File: config.mk
export PLATFORM = sky130hd
export DESIGN_NAME = rom_decipher_sequencer_flat
export DESIGN_NICKNAME = d
export VERILOG_FILES = /design/src/rtl/rom_decipher_sequencer_if.sv /design/src/rtl/rom_decipher_sequencer.sv /design/src/flat_wrapper.sv
export SDC_FILE = /design/constraint.sdc
export NUM_CORES = 1
export LEC_CHECK = 0
export BUFFER_PORTS_ARGS = -buffer_cell sky130_fd_sc_hd__buf_2
export CAP_MARGIN = 0
export CORE_ASPECT_RATIO = 1.5
export CORE_MARGIN = 8
export CORE_UTILIZATION = 55
export CTS_BUF_LIST = sky130_fd_sc_hd__clkbuf_4 sky130_fd_sc_hd__clkbuf_8 sky130_fd_sc_hd__clkbuf_16
export CTS_CLUSTER_DIAMETER = 50
export DETAILED_ROUTE_END_ITERATION = 8
export PLACE_DENSITY = 0.88
export SKIP_CTS_REPAIR_TIMING = 1
export SLEW_MARGIN = 20
export SYNTH_ARGS = -nofsm -noshare
export SYNTH_HDL_FRONTEND = slang
export SYNTH_SLANG_ARGS = --single-unit
File: constraint.sdc
create_clock -name clk -period 5.75 [get_ports clk]
set_clock_uncertainty 0.15 [all_clocks]
set_input_delay 0.575 -clock clk [delete_from_list [all_inputs] [get_ports clk]]
set_output_delay 0.575 -clock clk [all_outputs]
set_load 0.01 [all_outputs]
File: src/rtl/rom_decipher_sequencer_if.sv
// Purpose: bundles the ROM read port, deciphered character stream and status flags of the sequencer.
// Latency: none, wires only.
// Backpressure: out_valid/out_ready on the character stream; the ROM side has no flow control.
interface rom_decipher_sequencer_if #(
  parameter int ADDR_W = 11
);
  logic              start;
  logic [ADDR_W-1:0] rom_addr;
  logic [31:0]       rom_data;
  logic [7:0]        out_data;
  logic              out_valid;
  logic              out_ready;
  logic              busy;
  logic              done;
  logic              error;

  // Sequencer side
  modport master (
    input  start, rom_data, out_ready,
    output rom_addr, out_data, out_valid, busy, done, error
  );

  // ROM plus character sink plus controller side
  modport slave (
    output start, rom_data, out_ready,
    input  rom_addr, out_data, out_valid, busy, done, error
  );
endinterface

File: src/rtl/rom_decipher_sequencer.sv
// Purpose: reads the 3-word ROM header (op, key, stop char), then deciphers cipher words into a char stream.
// Latency: start -> first out_valid 5 cycles (9 with SYNC_ROM_EN, registered-read ROM); acceptance -> next char >= 2 (3).
// Backpressure: out_valid/out_data held stable in EMIT until out_ready; ROM address does not advance meanwhile.
module rom_decipher_sequencer #(
  parameter int                ADDR_W    = 11,
  parameter logic [ADDR_W-1:0] DATA_BASE = 11'h00C,
  parameter logic [ADDR_W-1:0] LAST_ADDR = 11'h0FC
) (
  input logic                      clk,
  input logic                      rst,
  rom_decipher_sequencer_if.master bus
);

`ifdef SYNC_ROM_EN
  // Registered-read ROM: every read state spends one extra cycle with the address stable.
  localparam logic SYNC_RD = 1'b1;
`else
  localparam logic SYNC_RD = 1'b0;
`endif

  localparam logic [ADDR_W-1:0] WORD_STRIDE = ADDR_W'(4);
  localparam logic [ADDR_W-1:0] KEY_ADDR    = ADDR_W'(4);
  localparam logic [ADDR_W-1:0] STOP_ADDR   = ADDR_W'(8);

  typedef enum logic [2:0] {
    S_IDLE,
    S_HDR_OP,
    S_HDR_KEY,
    S_HDR_STOP,
    S_FETCH,
    S_EMIT,
    S_DONE,
    S_ERR
  } state_t;

  state_t            state;
  logic [1:0]        op;
  logic [7:0]        key;
  logic [7:0]        stop;
  logic              rd_wait;
  logic [ADDR_W-1:0] rom_addr;
  logic [7:0]        out_data;
  logic              out_valid;
  logic              busy;
  logic              done;
  logic              error;

  logic [7:0]        dec;
  logic              op_ok;

  // The whole op word must be 1, 2 or 3; stray upper bits make the header invalid.
  assign op_ok = (bus.rom_data != 32'd0) && (bus.rom_data[31:2] == 30'd0);

  // Decipher the low byte of the current ROM word with the latched op/key.
  always_comb begin
    dec = bus.rom_data[7:0];
    case (op)
      2'd1:    dec = bus.rom_data[7:0] ^ key;
      2'd2:    dec = ~bus.rom_data[7:0];
      2'd3:    dec = bus.rom_data[7:0] - key;
      default: dec = bus.rom_data[7:0];
    endcase
  end

  // Header parse, cipher walk and output handshake; all outputs registered here.
  always_ff @(posedge clk or posedge rst) begin
    if (rst) begin
      state     <= S_IDLE;
      rom_addr  <= '0;
      out_data  <= '0;
      out_valid <= 1'b0;
      busy      <= 1'b0;
      done      <= 1'b0;
      error     <= 1'b0;
      op        <= '0;
      key       <= '0;
      stop      <= '0;
      rd_wait   <= 1'b0;
    end else begin
      case (state)
        S_IDLE, S_DONE, S_ERR: begin
          if (bus.start) begin
            rom_addr <= '0;
            done     <= 1'b0;
            error    <= 1'b0;
            busy     <= 1'b1;
            rd_wait  <= SYNC_RD;
            state    <= S_HDR_OP;
          end
        end
        S_HDR_OP: begin
          if (rd_wait) begin
            rd_wait <= 1'b0;
          end else begin
            op <= bus.rom_data[1:0];
            if (!op_ok) begin
              error <= 1'b1;
              busy  <= 1'b0;
              state <= S_ERR;
            end else begin
              rom_addr <= KEY_ADDR;
              rd_wait  <= SYNC_RD;
              state    <= S_HDR_KEY;
            end
          end
        end
        S_HDR_KEY: begin
          if (rd_wait) begin
            rd_wait <= 1'b0;
          end else begin
            key      <= bus.rom_data[7:0];
            rom_addr <= STOP_ADDR;
            rd_wait  <= SYNC_RD;
            state    <= S_HDR_STOP;
          end
        end
        S_HDR_STOP: begin
          if (rd_wait) begin
            rd_wait <= 1'b0;
          end else begin
            stop     <= bus.rom_data[7:0];
            rom_addr <= DATA_BASE;
            rd_wait  <= SYNC_RD;
            state    <= S_FETCH;
          end
        end
        S_FETCH: begin
          if (rd_wait) begin
            rd_wait <= 1'b0;
          end else if (dec == stop) begin
            // The stop char terminates the message and is never emitted.
            done  <= 1'b1;
            busy  <= 1'b0;
            state <= S_DONE;
          end else begin
            out_data  <= dec;
            out_valid <= 1'b1;
            state     <= S_EMIT;
          end
        end
        S_EMIT: begin
          if (bus.out_ready) begin
            out_valid <= 1'b0;
            if (rom_addr == LAST_ADDR) begin
              error <= 1'b1;
              busy  <= 1'b0;
              state <= S_ERR;
            end else begin
              rom_addr <= rom_addr + WORD_STRIDE;
              rd_wait  <= SYNC_RD;
              state    <= S_FETCH;
            end
          end
        end
        default: state <= S_IDLE;
      endcase
    end
  end

  assign bus.rom_addr  = rom_addr;
  assign bus.out_data  = out_data;
  assign bus.out_valid = out_valid;
  assign bus.busy      = busy;
  assign bus.done      = done;
  assign bus.error     = error;

endmodule
File: src/flat_wrapper.sv
// flat-port wrapper written by rule: the top's interface ports become plain ports
module rom_decipher_sequencer_flat 
#(
  parameter int                ADDR_W    = 11,
  parameter logic [ADDR_W-1:0] DATA_BASE = 11'h00C,
  parameter logic [ADDR_W-1:0] LAST_ADDR = 11'h0FC
)
  (clk, rst, bus_start, bus_rom_data, bus_out_ready, bus_rom_addr, bus_out_data, bus_out_valid, bus_busy, bus_done, bus_error);
  rom_decipher_sequencer_if #(.ADDR_W(ADDR_W)) bus_i ();
  input logic clk;
  input logic rst;
  input wire logic [$bits(bus_i.start)-1:0] bus_start;
  input wire logic [$bits(bus_i.rom_data)-1:0] bus_rom_data;
  input wire logic [$bits(bus_i.out_ready)-1:0] bus_out_ready;
  output wire logic [$bits(bus_i.rom_addr)-1:0] bus_rom_addr;
  output wire logic [$bits(bus_i.out_data)-1:0] bus_out_data;
  output wire logic [$bits(bus_i.out_valid)-1:0] bus_out_valid;
  output wire logic [$bits(bus_i.busy)-1:0] bus_busy;
  output wire logic [$bits(bus_i.done)-1:0] bus_done;
  output wire logic [$bits(bus_i.error)-1:0] bus_error;
  assign bus_i.start = bus_start;
  assign bus_i.rom_data = bus_rom_data;
  assign bus_i.out_ready = bus_out_ready;
  assign bus_rom_addr = bus_i.rom_addr;
  assign bus_out_data = bus_i.out_data;
  assign bus_out_valid = bus_i.out_valid;
  assign bus_busy = bus_i.busy;
  assign bus_done = bus_i.done;
  assign bus_error = bus_i.error;
  rom_decipher_sequencer #(.ADDR_W(ADDR_W), .DATA_BASE(DATA_BASE), .LAST_ADDR(LAST_ADDR)) u_core (.clk(clk), .rst(rst), .bus(bus_i));
endmodule
# Word-level counts from Yosys, hierarchy flattened
# Index checks and enable logic that the tools add are counted.
# totals
reg_bits	45
in_bits	36
out_inout_bits	23
# classes
add_sub_neg	2
eq_ne	24
muxes	43
n_bitwise	4
n_reduce_logical	22
# ops
op	n
11-bit 2-to-1 mux	7
11-bit one-hot mux with 5 select lines	1
32-bit nonzero test	1
30-bit zero test	1
8-bit one-hot mux with 3 select lines	1
3-bit 2-to-1 mux	7
1-bit 2-to-1 mux	19
2-bit inequality test (second input constant)	9
3-bit one-hot mux with 6 select lines	1
8-bit AND reduction	2
3-bit == test (second input constant)	4
6-bit AND reduction	2
11-bit by 3-bit adder with 11-bit output (second input constant)	1
11-bit by 8-bit == test with 1-bit output (second input constant)	1
8-bit == test	1
8-bit inverter	1
4-bit AND reduction	2
8-bit subtractor	1
8-bit XOR	1
3-bit by 2-bit == test with 1-bit output (second input constant)	2
2-bit by 1-bit inequality test with 1-bit output (second input constant)	3
1-bit one-hot mux with 3 select lines	2
2-bit AND reduction	3
3-bit AND reduction	2
other kinds (15)	20

# Logic depth before layout (Yosys ltp)
# depth
depth_word	6
ltp_mapped	10
depth_no_buf	10

# Worst setup path after synthesis
# Ideal clock, no wire load.
# synth_timing
kind	in2reg
from	in bus_rom_data[0]
to	reg u_core.out_data[0], in the netlist u_core.bus.out_data[0]
t_arrival_ns	3.140
setup_slack_ns	2.336
cell_stages	10
n_path_buf	0
path_cell_list	inv_1 -> ha_1 -> fa_1 -> nor2b_1 -> o21ai_0 -> a211oi_1 -> xnor2_1 -> nand4_1 -> o41ai_4 -> mux2_2
# synth_between
elab_chain_len	5
elab_cells_between_ends	7
classes_between	add/sub: 1; eq/ne: 1; mux: 1; bitwise: 3; reduce/logical: 1
# synth_rtl
item	line	source
start: declaration	flat_wrapper.sv:13	input wire logic [$bits(bus_i.rom_data)-1:0] bus_rom_data;
8-bit subtractor, or another cell as far along	rom_decipher_sequencer.sv:60	2'd3: dec = bus.rom_data[7:0] - key;
8-bit one-hot mux with 3 select lines (*)	rom_decipher_sequencer.sv:57	case (op)
8-bit == test	rom_decipher_sequencer.sv:130	end else if (dec == stop) begin
1-bit inverter (no line)	n/a	
3-bit AND reduction (no line)	n/a	
end signal: assignment	rom_decipher_sequencer.sv:70	out_data <= '0;
end signal: assignment	rom_decipher_sequencer.sv:136	out_data <= dec;
end: declaration	rom_decipher_sequencer.sv:42	logic [7:0] out_data;
# Every way passes the cells marked *; elsewhere a longest branch is shown, timed or not.
# A chain may end at the register's enable or synchronous reset.

# Worst setup path in the final report
# layout_timing
from	in bus_rom_data[0]
to	reg u_core.out_data[4], in the netlist u_core.bus.out_data[4]
# The elaborated chain is that of the path after synthesis.

==> impl_metrics.env <==
export IMPL_yosys_warnings=0
export IMPL_post_drt_via_cell_ratio=5.95
export IMPL_rr_worst_depth=9
export IMPL_std_cell_rows=31
export IMPL_power_mw=1.84
export IMPL_ys_flop_type="dfrtp_1"
export IMPL_initial_core_util_pct=56.9
export IMPL_dieArea_mm2=0.00753
export IMPL_die_x_um=73.6
export IMPL_htree_levels=2
export IMPL_cp_arrival_ps=3720
export IMPL_syn_inst=296
export IMPL_path_class="input port to register"
export IMPL_finalWeightedCongestion=0.966
export IMPL_synth_avg_cell_area_um2=9.24
export IMPL_status="complete, no violations"
export IMPL_tightestPinTransition_ps=817
export IMPL_p_per_area_mw_per_mm2=576
export IMPL_yosysTopAreaCell="dfrtp_1"
export IMPL_wire_per_inst_um=17.3
export IMPL_insertion_delay_ps=300
export IMPL_grt_pass1_wl_um=11800
export IMPL_nNetsFinal=397
export IMPL_rsz0062_at_grt="no"
export IMPL_critPathMaxStageDelay_ps=840
export IMPL_setup_slack_ps=2060
export IMPL_grt_max_degree=43
export IMPL_insertedDiodeCount=0
export IMPL_grt_util_all_layers_pct=20.2
export IMPL_finalSetupViolCount=0
export IMPL_r2r_setup_slack_ps=2150
export IMPL_core_area_mm2=0.00481
export IMPL_fin_crit_ps=3690
export IMPL_syn_area_mm2=0.00274
export IMPL_r2r_end="u_core.bus.out_data[4]$_DFFE_PP0P_"
export IMPL_tritoncts="built"
export IMPL_final_antenna_net_count=0
export IMPL_p_leak_nw=1.48
export IMPL_drt_pass1_iterations=5
export IMPL_final_core_util_pct=66.6
export IMPL_max_freq_mhz=271
export IMPL_hold_path_class="input port to asynchronous set/reset pin"
export IMPL_cts_sinks=42
export IMPL_fillers=409
export IMPL_drive_gt1_share_pct=24.4
export IMPL_dp_hpwl_um=5460
export IMPL_setup_tns_ps=0
export IMPL_io_pin_count=59
export IMPL_placed_cell_area_mm2=0.00306
export IMPL_irDropWorstVdd_mv=0.357
export IMPL_endpoint_kind="register"
export IMPL_drv_slew=0
export IMPL_synth_common_cells="42 x dfrtp_1, 35 x o21ai_0, 31 x nand2_1"
export IMPL_ys_seq_elements=42
export IMPL_maxCapViolations=0
export IMPL_async_flop_share_pct=100
export IMPL_cp_start_kind="input port"
export IMPL_yosysMostFrequentCell="dfrtp_1"
export IMPL_yosysSeqAreaShare_pct=38.4
export IMPL_grt_pass1_vias=2495
export IMPL_yosysTopAreaCellShare_pct=38.4
export IMPL_clock_root_buffer="clkbuf_8"
export IMPL_area_growth_pct=17.1
export IMPL_cts_buffers=5
export IMPL_die_h_um=102
export IMPL_hold_viol_final=0
export IMPL_r2r_start="u_core.key[0]$_DFFE_PP0P_"
export IMPL_crit_required_ps=5790
export IMPL_finalWirelength_um=7210
export IMPL_overflow=0
export IMPL_crit_chain="buf_2 -> inv_1 -> ha_1 -> fa_1 -> nor2b_1 -> o21ai_0 -> a211oi_1 -> xnor2_1 -> nand4_1 -> o41ai_4 -> mux2_2"
export IMPL_portBuffers=56
export IMPL_drc=0
export IMPL_cp_max_fo=9
export IMPL_drt_first_iter_violations=185
export IMPL_pre_cts_ws_ps=1780
export IMPL_synth_edf_count=0
export IMPL_num_vias=2488
export IMPL_max_slew_margin_pct=45.3
export IMPL_synth_area_leaders="dfrtp_1 38%, o21ai_0 6.4%, mux2_2 4.9%"
export IMPL_period_share_pct=64.1
export IMPL_ctsLongestPathBuffers=2
export IMPL_antenna_found_initial=1
export IMPL_synth_cell_type_count=59
export IMPL_cts_clk_slew_worst_paths_ps=90
export IMPL_final_area_mm2=0.00320
export IMPL_slowest_stage="o41ai_4"
## per-stage QoR
stage,cells,hold WS (ps)
finish,418,241
CTS,418,265
global placement,410,329
floorplan,297,319
global route,418,312
detailed placement,410,330
## layout by cell type (no fill, tap or decap), types with 6 or more instances in the layout
| cell type | synthesis | final |
|---|---|---|
| o21ai_0 | 35 | 35 |
| xnor2_1 | 9 | 9 |
| nor4_1 | 8 | 8 |
| dfrtp_1 | 42 | 42 |
| mux2i_1 | 8 | 8 |
| ha_1 | 9 | 9 |
| o31ai_1 | 6 | 6 |
| nor2_1 | 15 | 15 |
| nand2_1 | 31 | 31 |
| buf_2 | 1 | 56 |
| nor3_1 | 9 | 9 |
| inv_1 | 18 | 18 |
| xor2_1 | 9 | 9 |
| clkbuf_8 | 0 | 6 |
| mux2_2 | 12 | 12 |
| nand3_1 | 6 | 6 |
## how the worst max path moves through the flow
stage	startpoint	to	slack, ps	depth (start not counted)
after global placement	bus_rom_data[0]	u_core.bus.out_data[0]$_DFFE_PP0P_	1900	11
after floorplan	bus_rom_data[0]	u_core.bus.out_data[0]$_DFFE_PP0P_	2340	10
after detailed placement	bus_rom_data[0]	u_core.bus.out_data[4]$_DFFE_PP0P_	1780	11
final	bus_rom_data[0]	u_core.bus.out_data[4]$_DFFE_PP0P_	2060	11
after CTS	bus_rom_data[0]	u_core.bus.out_data[4]$_DFFE_PP0P_	2100	11
after global routing	bus_rom_data[0]	u_core.bus.out_data[4]$_DFFE_PP0P_	1850	11
## flip-flops by register name, summed over array words and instances, names as in the netlist
| register | cells |
|---|---|
| u_core.state | 3 |
| u_core.key | 8 |
| u_core.bus.out_data | 8 |
| u_core.stop | 8 |
| u_core.bus.busy | 1 |
| u_core.bus.rom_addr | 9 |
| u_core.bus.error | 1 |
| u_core.bus.out_valid | 1 |
| u_core.bus.done | 1 |
| u_core.op | 2 |
## layer usage
layer / vias to the layer above / track usage, % / routed length, um
met2: 104 / 34.7 / 3620
met1: 1175 / 21.3 / 2720
li1: 1184 / - / -
met3: 23 / 5.99 / 594
met5: - / 0 / 8
met4: 2 / 11.3 / 269
## worst max-delay path, delay by kind of cell
kind / cells / cell delay, ps
AOI/OAI and AO/OA: 3 / 1260
and+or+nand+nor: 2 / 450
adders and majority gates: 2 / 640
buffers and inverters: 2 / 210
muxes: 1 / 420
xor gates and xnor gates: 1 / 160
## layout make-up
class / instances / area [um2] / share of cell area, %
well taps: 66 / 82.6 / 2.58
multi-input cells: 226 / 1560 / 48.8
clock buffers: 6 / 82.6 / 2.58
clock inverters: 2 / 60.1 / 1.88
repair buffers: 58 / 295 / 9.22
flip-flops and latches: 42 / 1050 / 32.8
inverters: 18 / 67.6 / 2.11
## power breakdown
group          switching [mW]  internal, mW  leakage, nW
Combinational           0.550         0.424        0.900
Clock                   0.105         0.185       0.0714
Sequential              0.158         0.423        0.512
Total                   0.812          1.03         1.48
## kinds of logic after synthesis
kind of cell	after synthesis	share of synthesized area, %
adder cells (fa/ha/maj)	10	4.85
AND/OR/NAND/NOR	95	17.7
flip-flops	42	38.4
XOR/XNOR	19	6.36
other	1	0.137
buffers and inverters	29	4.57
AO/OA/AOI/OAI	80	20.1
multiplexers	20	7.87
Power figures use the tool's default switching activity.
